**config.mk**
```make
export PLATFORM = sky130hd
export DESIGN_NAME = spi_host_master
export DESIGN_NICKNAME = d
export VERILOG_FILES = /design/src/rtl/spi_host_master.sv
export SDC_FILE = /design/constraint.sdc
export NUM_CORES = 1
export LEC_CHECK = 0
export CORE_MARGIN = 2
export CORE_UTILIZATION = 56
export DETAILED_ROUTE_END_ITERATION = 8
export HOLD_SLACK_MARGIN = 0.06
export PLACE_DENSITY = 0.83
export SYNTH_ARGS = -nofsm -noshare
export SYNTH_HDL_FRONTEND = slang
export SYNTH_SLANG_ARGS = --single-unit
```
**constraint.sdc**
```tcl
create_clock -name sys_clk -period 3.7 [get_ports sys_clk]
set_input_delay 0.925 -clock sys_clk [delete_from_list [all_inputs] [get_ports sys_clk]]
set_output_delay 0.925 -clock sys_clk [all_outputs]
set_load 0.03 [all_outputs]
```
**src/rtl/spi_host_master.sv**
```systemverilog
`default_nettype none
// spi_host_master: SPI mode-0 host master, MSB first, one DATA_WIDTH-bit word per transfer.
// Optional SPI_BURST_EN adds a 'last' input so that cs stays low across consecutive words.
module spi_host_master #(
   parameter int CLK_DIV    = 4,
   parameter int DATA_WIDTH = 8
) (
   input  logic                  sys_clk,
   input  logic                  rst_n,
   input  logic                  start,
   input  logic [DATA_WIDTH-1:0] tx_data,
   input  logic                  rw_req,
`ifdef SPI_BURST_EN
   input  logic                  last,
`endif
   output logic                  busy,
   output logic                  done,
   output logic [DATA_WIDTH-1:0] rx_data,
   output logic                  intr_pending,
   input  logic                  intr_clear,
   output logic                  sck,
   output logic                  cs,
   output logic                  mosi,
   input  logic                  miso,
   output logic                  rw,
   input  logic                  intr
);

   localparam int DIV_W  = (CLK_DIV > 1) ? $clog2(CLK_DIV) : 1;
   localparam int HALF_W = (DATA_WIDTH > 1) ? $clog2(2 * DATA_WIDTH) : 1;
   localparam logic [DIV_W-1:0]  DIV_LAST  = DIV_W'(CLK_DIV - 1);
   localparam logic [HALF_W-1:0] HALF_LAST = HALF_W'(2 * DATA_WIDTH - 1);

`ifdef SPI_BURST_EN
   typedef enum logic [2:0] {ST_IDLE, ST_SETUP, ST_SHIFT, ST_HOLD, ST_WAIT} state_t;
   logic last_q;
`else
   typedef enum logic [1:0] {ST_IDLE, ST_SETUP, ST_SHIFT, ST_HOLD} state_t;
`endif

   state_t                state;
   logic [DIV_W-1:0]      div_cnt;
   logic [HALF_W-1:0]     half_cnt;
   logic [DATA_WIDTH-1:0] tx_shift;
   logic [DATA_WIDTH-1:0] rx_shift;
   logic                  intr_s1, intr_s2, intr_s3;

   wire div_end   = (div_cnt == DIV_LAST);
   wire last_half = (half_cnt == HALF_LAST);

   always_ff @(posedge sys_clk or negedge rst_n) begin
      if (!rst_n) begin
         state    <= ST_IDLE;
         div_cnt  <= '0;
         half_cnt <= '0;
         tx_shift <= '0;
         rx_shift <= '0;
         sck      <= 1'b0;
         cs       <= 1'b1;
         mosi     <= 1'b0;
         rw       <= 1'b0;
         busy     <= 1'b0;
         done     <= 1'b0;
         rx_data  <= '0;
`ifdef SPI_BURST_EN
         last_q   <= 1'b1;
`endif
      end else begin
         done <= 1'b0;
         case (state)
            ST_IDLE: begin
               if (start) begin
                  // MSB goes straight onto mosi; tx_shift holds the bits still to send
                  tx_shift <= tx_data << 1;
                  mosi     <= tx_data[DATA_WIDTH-1];
                  rw       <= rw_req;
                  cs       <= 1'b0;
                  busy     <= 1'b1;
                  div_cnt  <= '0;
                  state    <= ST_SETUP;
`ifdef SPI_BURST_EN
                  last_q   <= last;
`endif
               end
            end
            ST_SETUP: begin
               if (div_end) begin
                  div_cnt  <= '0;
                  half_cnt <= '0;
                  state    <= ST_SHIFT;
               end else begin
                  div_cnt <= div_cnt + 1'b1;
               end
            end
            ST_SHIFT: begin
               if (div_end) begin
                  div_cnt  <= '0;
                  half_cnt <= half_cnt + 1'b1;
                  sck      <= ~sck;
                  if (!sck) begin
                     rx_shift <= DATA_WIDTH'({rx_shift, miso});
                  end else if (!last_half) begin
                     mosi     <= tx_shift[DATA_WIDTH-1];
                     tx_shift <= tx_shift << 1;
                  end
                  if (last_half) begin
                     state <= ST_HOLD;
`ifdef SPI_BURST_EN
                     if (!last_q) begin
                        state   <= ST_WAIT;
                        busy    <= 1'b0;
                        done    <= 1'b1;
                        rx_data <= rx_shift;
                     end
`endif
                  end
               end else begin
                  div_cnt <= div_cnt + 1'b1;
               end
            end
            ST_HOLD: begin
               if (div_end) begin
                  div_cnt <= '0;
                  cs      <= 1'b1;
                  busy    <= 1'b0;
                  done    <= 1'b1;
                  rx_data <= rx_shift;
                  state   <= ST_IDLE;
               end else begin
                  div_cnt <= div_cnt + 1'b1;
               end
            end
`ifdef SPI_BURST_EN
            ST_WAIT: begin
               // cs is still low: the next word skips SETUP
               if (start) begin
                  tx_shift <= tx_data << 1;
                  mosi     <= tx_data[DATA_WIDTH-1];
                  rw       <= rw_req;
                  busy     <= 1'b1;
                  div_cnt  <= '0;
                  half_cnt <= '0;
                  last_q   <= last;
                  state    <= ST_SHIFT;
               end
            end
`endif
            default: state <= ST_IDLE;
         endcase
      end
   end

   // intr is asynchronous: two synchronizer flops plus one for edge detection
   always_ff @(posedge sys_clk or negedge rst_n) begin
      if (!rst_n) begin
         intr_s1      <= 1'b0;
         intr_s2      <= 1'b0;
         intr_s3      <= 1'b0;
         intr_pending <= 1'b0;
      end else begin
         intr_s1 <= intr;
         intr_s2 <= intr_s1;
         intr_s3 <= intr_s2;
         if (intr_s2 && !intr_s3) begin
            intr_pending <= 1'b1;
         end else if (intr_clear) begin
            intr_pending <= 1'b0;
         end
      end
   end

endmodule
`default_nettype wire

```
After elaboration in Yosys (flattened, before gate mapping)
Index checks and enable logic that the tools add are counted.
{"block": "classes", "reduce_logical": 16, "n_eq_ne": 12, "add_sub_neg": 2, "bitwise": 1, "n_mux": 32}
{"op": "2-to-1 mux 8 bit", "count": 4}
{"op": "one-hot mux 8 bit (2 select lines)", "count": 1}
{"op": "2-to-1 mux 2 bit", "count": 7}
{"op": "!= test 2 bit (second input constant)", "count": 7}
{"op": "2-to-1 mux 1 bit", "count": 12}
{"op": "AND reduction 5 bit", "count": 2}
{"op": "AND reduction 3 bit", "count": 3}
{"op": "2-to-1 mux 4 bit", "count": 2}
{"op": "one-hot mux 2 bit (4 select lines)", "count": 1}
{"op": "one-hot mux 4 bit (2 select lines)", "count": 1}
{"op": "nonzero test 2 bit", "count": 4}
{"op": "== test 2 bit (second input constant)", "count": 3}
{"op": "one-hot mux 1 bit (2 select lines)", "count": 3}
{"op": "AND reduction 2 bit", "count": 3}
{"op": "adder 4 x 1 -> 4 bit (second input constant)", "count": 1}
{"op": "== test 4 bit (second input constant)", "count": 1}
{"op": "one-hot mux 2 bit (2 select lines)", "count": 1}
{"op": "OR reduction 3 bit", "count": 1}
{"op": "adder 2 x 1 -> 2 bit (second input constant)", "count": 1}
{"op": "== test 2 x 1 -> 1 bit (second input constant)", "count": 1}
{"op": "zero test 2 bit", "count": 1}
{"op": "logical AND 1 bit", "count": 1}
{"op": "zero test 1 bit", "count": 1}
{"op": "inverter 1 bit", "count": 1}
{"block": "totals", "reg_bits": 42, "elab_cells": 79}

Longest topological paths before layout
{"block": "logic_depth", "word_depth": 5, "mapped_depth": 8, "mapped_depth_nobuf": 6}

Worst setup path after synthesis
OpenSTA, ideal clock, no wires.
{"block": "synth_path", "kind": "input -> register", "from": "input port start", "to": "register state[1]", "arrival_time_ns": 1.691, "path_stages": 4, "setup_time_ns": 0.125, "required_time_ns": 3.575, "setup_slack_ns": 1.884, "n_path_buf": 0, "cell_sequence": "nand2b_2 > o2111ai_2 > a21oi_2 > mux2_4"}
{"block": "synth_between", "elab_chain_len": 2}
{"item": "start: declaration", "line_no": "10", "source": "input logic start,"}
{"item": "!= test 2 bit (no source line)"}
{"item": "AND reduction 5 bit (no source line)"}
{"item": "end signal: assignment", "line_no": "53", "source": "state <= ST_IDLE;"}
{"item": "end signal: assignment", "line_no": "80", "source": "state <= ST_SETUP;"}
{"item": "end signal: assignment", "line_no": "90", "source": "state <= ST_SHIFT;"}
{"item": "end: declaration", "line_no": "41", "source": "state_t state;"}
No other way between the ends.
A chain may end at the register's enable or synchronous reset.

Worst setup path in the final report
{"block": "layout_path", "from": "register cs", "to": "output port cs"}
{"item": "start: declaration", "line_no": "22", "source": "output logic cs,"}
{"item": "start signal: assignment", "line_no": "59", "source": "cs <= 1'b1;"}
{"item": "start signal: assignment", "line_no": "77", "source": "cs <= 1'b0;"}
{"item": "start signal: assignment", "line_no": "124", "source": "cs <= 1'b1;"}
No word-level cell between the ends.

==> flow_summary.json <==
{
  "numCtsBuffers": 5,
  "drive_above_1_share_pct": 18.99,
  "min_period_over_period_pct": 67.66,
  "synth_cell_types": 29,
  "numPortBuffers": 29,
  "dp_hpwl_um": 2208,
  "ys_warn_count": 0,
  "num_vias": 1188,
  "synth_cells": 147,
  "syn-mean-instance-area_um2": 12.65,
  "clock_latency_ns": 0.34,
  "layout_min_cycle_time_ns": 2.504,
  "grt_max_degree": 42,
  "hold_buffers": 0,
  "vias_per_cell": 5.327,
  "ant_nets": 0,
  "fillCellCount": 226,
  "cp-startpoint": "cs",
  "grt_pass1_vias": 1109,
  "globalplace.congestion": 0.7423,
  "rows": 20,
  "p_leak_nw": 1.057,
  "ir_worst_vdd_uv": 559.6,
  "yosysSeqAreaShare_pct": 55.25,
  "die_w_um": 61.62,
  "antenna_found_initial": 0,
  "tightest_slew_ns": 0.8731,
  "ys_ff_latch": 41,
  "hold_path.class": "register to register",
  "die_h_um": 61.62,
  "fin_cells": 223,
  "final-setup-viol-count": 0,
  "slew_headroom_pct": 41.79,
  "grt_use_met2_pct": 29.92,
  "cpPeakStageDelay_ns": 0.67,
  "grt_use_met3_pct": 5.672,
  "clk_path_buf_depth": 2,
  "r2r_cells": 6,
  "critPathTopFamily": "buffers and inverters",
  "worstPathRequired_ns": 2.77,
  "cts-root-buf": "clkbuf_4",
  "nets": 202,
  "dp_cells": 215,
  "outcome": "finished clean",
  "use_met1_pct": 24.11,
  "tns_ns": 0,
  "fin_worst_skew_ns": 0.008363,
  "antenna_cells": 0,
  "cp.arrival_ns": 1.58,
  "routed_wl_um": 3036,
  "finalPower_mw": 1.811,
  "busiest_layer": "met2",
  "layout_commonest_cell": "dfrtp_1",
  "path_depth": 1,
  "syn-cell-area_um2": 1859,
  "p_per_area_nw_per_um2": 805.7,
  "timing.rr.start": "state[0]",
  "post_cts_buffers": 0,
  "crit_fanout": 3,
  "rsz0062_at_grt": "false",
  "cap_violations": 0,
  "grt_pass1_wl_um": 5071,
  "first_iter_violations": 44,
  "path_class": "register to output pin",
  "drc": 0,
  "worstHoldPathCells": 0,
  "whs_endpoint": "intr_s2",
  "endpoint_kind": "output pin",
  "finalMaxSlewViolations": 0,
  "crit_path_start_kind": "register",
  "cts_sinks": 41,
  "fp.coreArea_um2": 3103,
  "initial_core_util_pct": 59.92,
  "cp_cell_sequence": "clkdlybuf4s50_1",
  "syn-num-nets": 171,
  "fmax_ghz": 0.3994,
  "die_area_um2": 3797,
  "hold_viol": 0,
  "firstDrtPassIters": 4,
  "reg2reg_slack_ns": 1.45,
  "ioPinCount": 30,
  "synthToLayoutAreaGrowth_pct": 20.93,
  "htreeDepth": 2,
  "critical_path_buf_inv_count": 1,
  "clk_pin_slew_ns": 0.12,
  "grt_usage_pct": 18.63,
  "layout_common_cells": "dfrtp_1, clkdlybuf4s50_1, nand2_1",
  "wire_per_inst_um": 13.61,
  "r2r-end": "state[1]",
  "cts_tree": "yes",
  "worstHoldStart": "intr_s1",
  "slowest_stage": "clkdlybuf4s50_1",
  "grt_overflow": 0,
  "cts_resized": 0
}
## power breakdown
group	internal [mW]	total (mW)	leakage, nW	switching [mW]
clock	0.161	0.305	0.0445	0.144
combinational	0.369	0.784	0.494	0.416
sequential	0.604	0.722	0.518	0.118
## flip-flops by register name, indices dropped and copies added (netlist names)
register	count
busy	1
cs	1
div_cnt	2
done	1
half_cnt	4
intr_pending	1
intr_s1	1
intr_s2	1
intr_s3	1
mosi	1
rw	1
rx_data	8
rx_shift	8
sck	1
state	2
tx_shift	7
## area by class of cell
type                            instances  area, um2  share of cell area, %
Clock inverter                          2      37.54                  1.669
Tap cell                               44      55.05                  2.449
Multi-Input combinational cell         93      762.0                  33.89
Timing Repair Buffer                   29      285.3                  12.69
Clock buffer                            6      51.30                  2.282
Inverter                                8      30.03                  1.336
Sequential cell                        41       1027                  45.69
## metal layers
layer  vias up  routed length, um
met3         4                143
li1        569                  -
met2        29               1484
met5         -                  0
met4         0                 38
met1       586               1370
## synthesized netlist by cell type, drive strengths merged
library cell   n  share of area (%)
mux2          19                 13
a32o           1               0.54
dfstp          1                1.4
a22o           1               0.47
inv            8                1.6
buf            5                2.2
ha             9                6.1
o21ai         13                3.5
or2            1               0.34
nor2b          1               0.34
nand2         20                4.2
o2111ai        2                2.2
dfrtp         40                 54
nand2b         3                1.1
nand3          2               0.54
o22ai          2               0.67
o32a           1               0.54
nor2           3               0.61
a21oi          5                1.5
mux2i          8                4.3
nand4          2               0.67
## worst max path at each step
stage	end	slack [ns]
after global routing	cs	1.14
after floorplan	state[1]	1.88
after CTS	cs	1.19
after global placement	state[1]	1.33
final	cs	1.20
after detailed placement	state[1]	1.30
## cells by family (layout without fill, tap and decap cells)
group	Yosys count	after routing	synth area share (%)
buffers and inverters	13	45	3.769
adders and majority gates	9	9	6.057
AOI/OAI and AO/OA	25	25	9.489
DFF	41	41	55.25
and+or+nand+nor	32	32	7.807
muxes	27	27	17.63
## per-stage QoR
step | hold WS (ns) | area [um2] | worst slack, ns | util (%)
after detailed placement | 0.3405 | 2160 | 1.295 | 69.60
after CTS | 0.3684 | 2248 | 1.189 | 72.46
final | 0.3651 | 2248 | 1.197 | 72.46
after global routing | 0.3837 | 2248 | 1.142 | 72.46
after global placement | 0.3338 | 2160 | 1.335 | 69.60
after floorplan | 0.3312 | 1859 | 1.884 | -
Power figures use the tool's default switching activity.
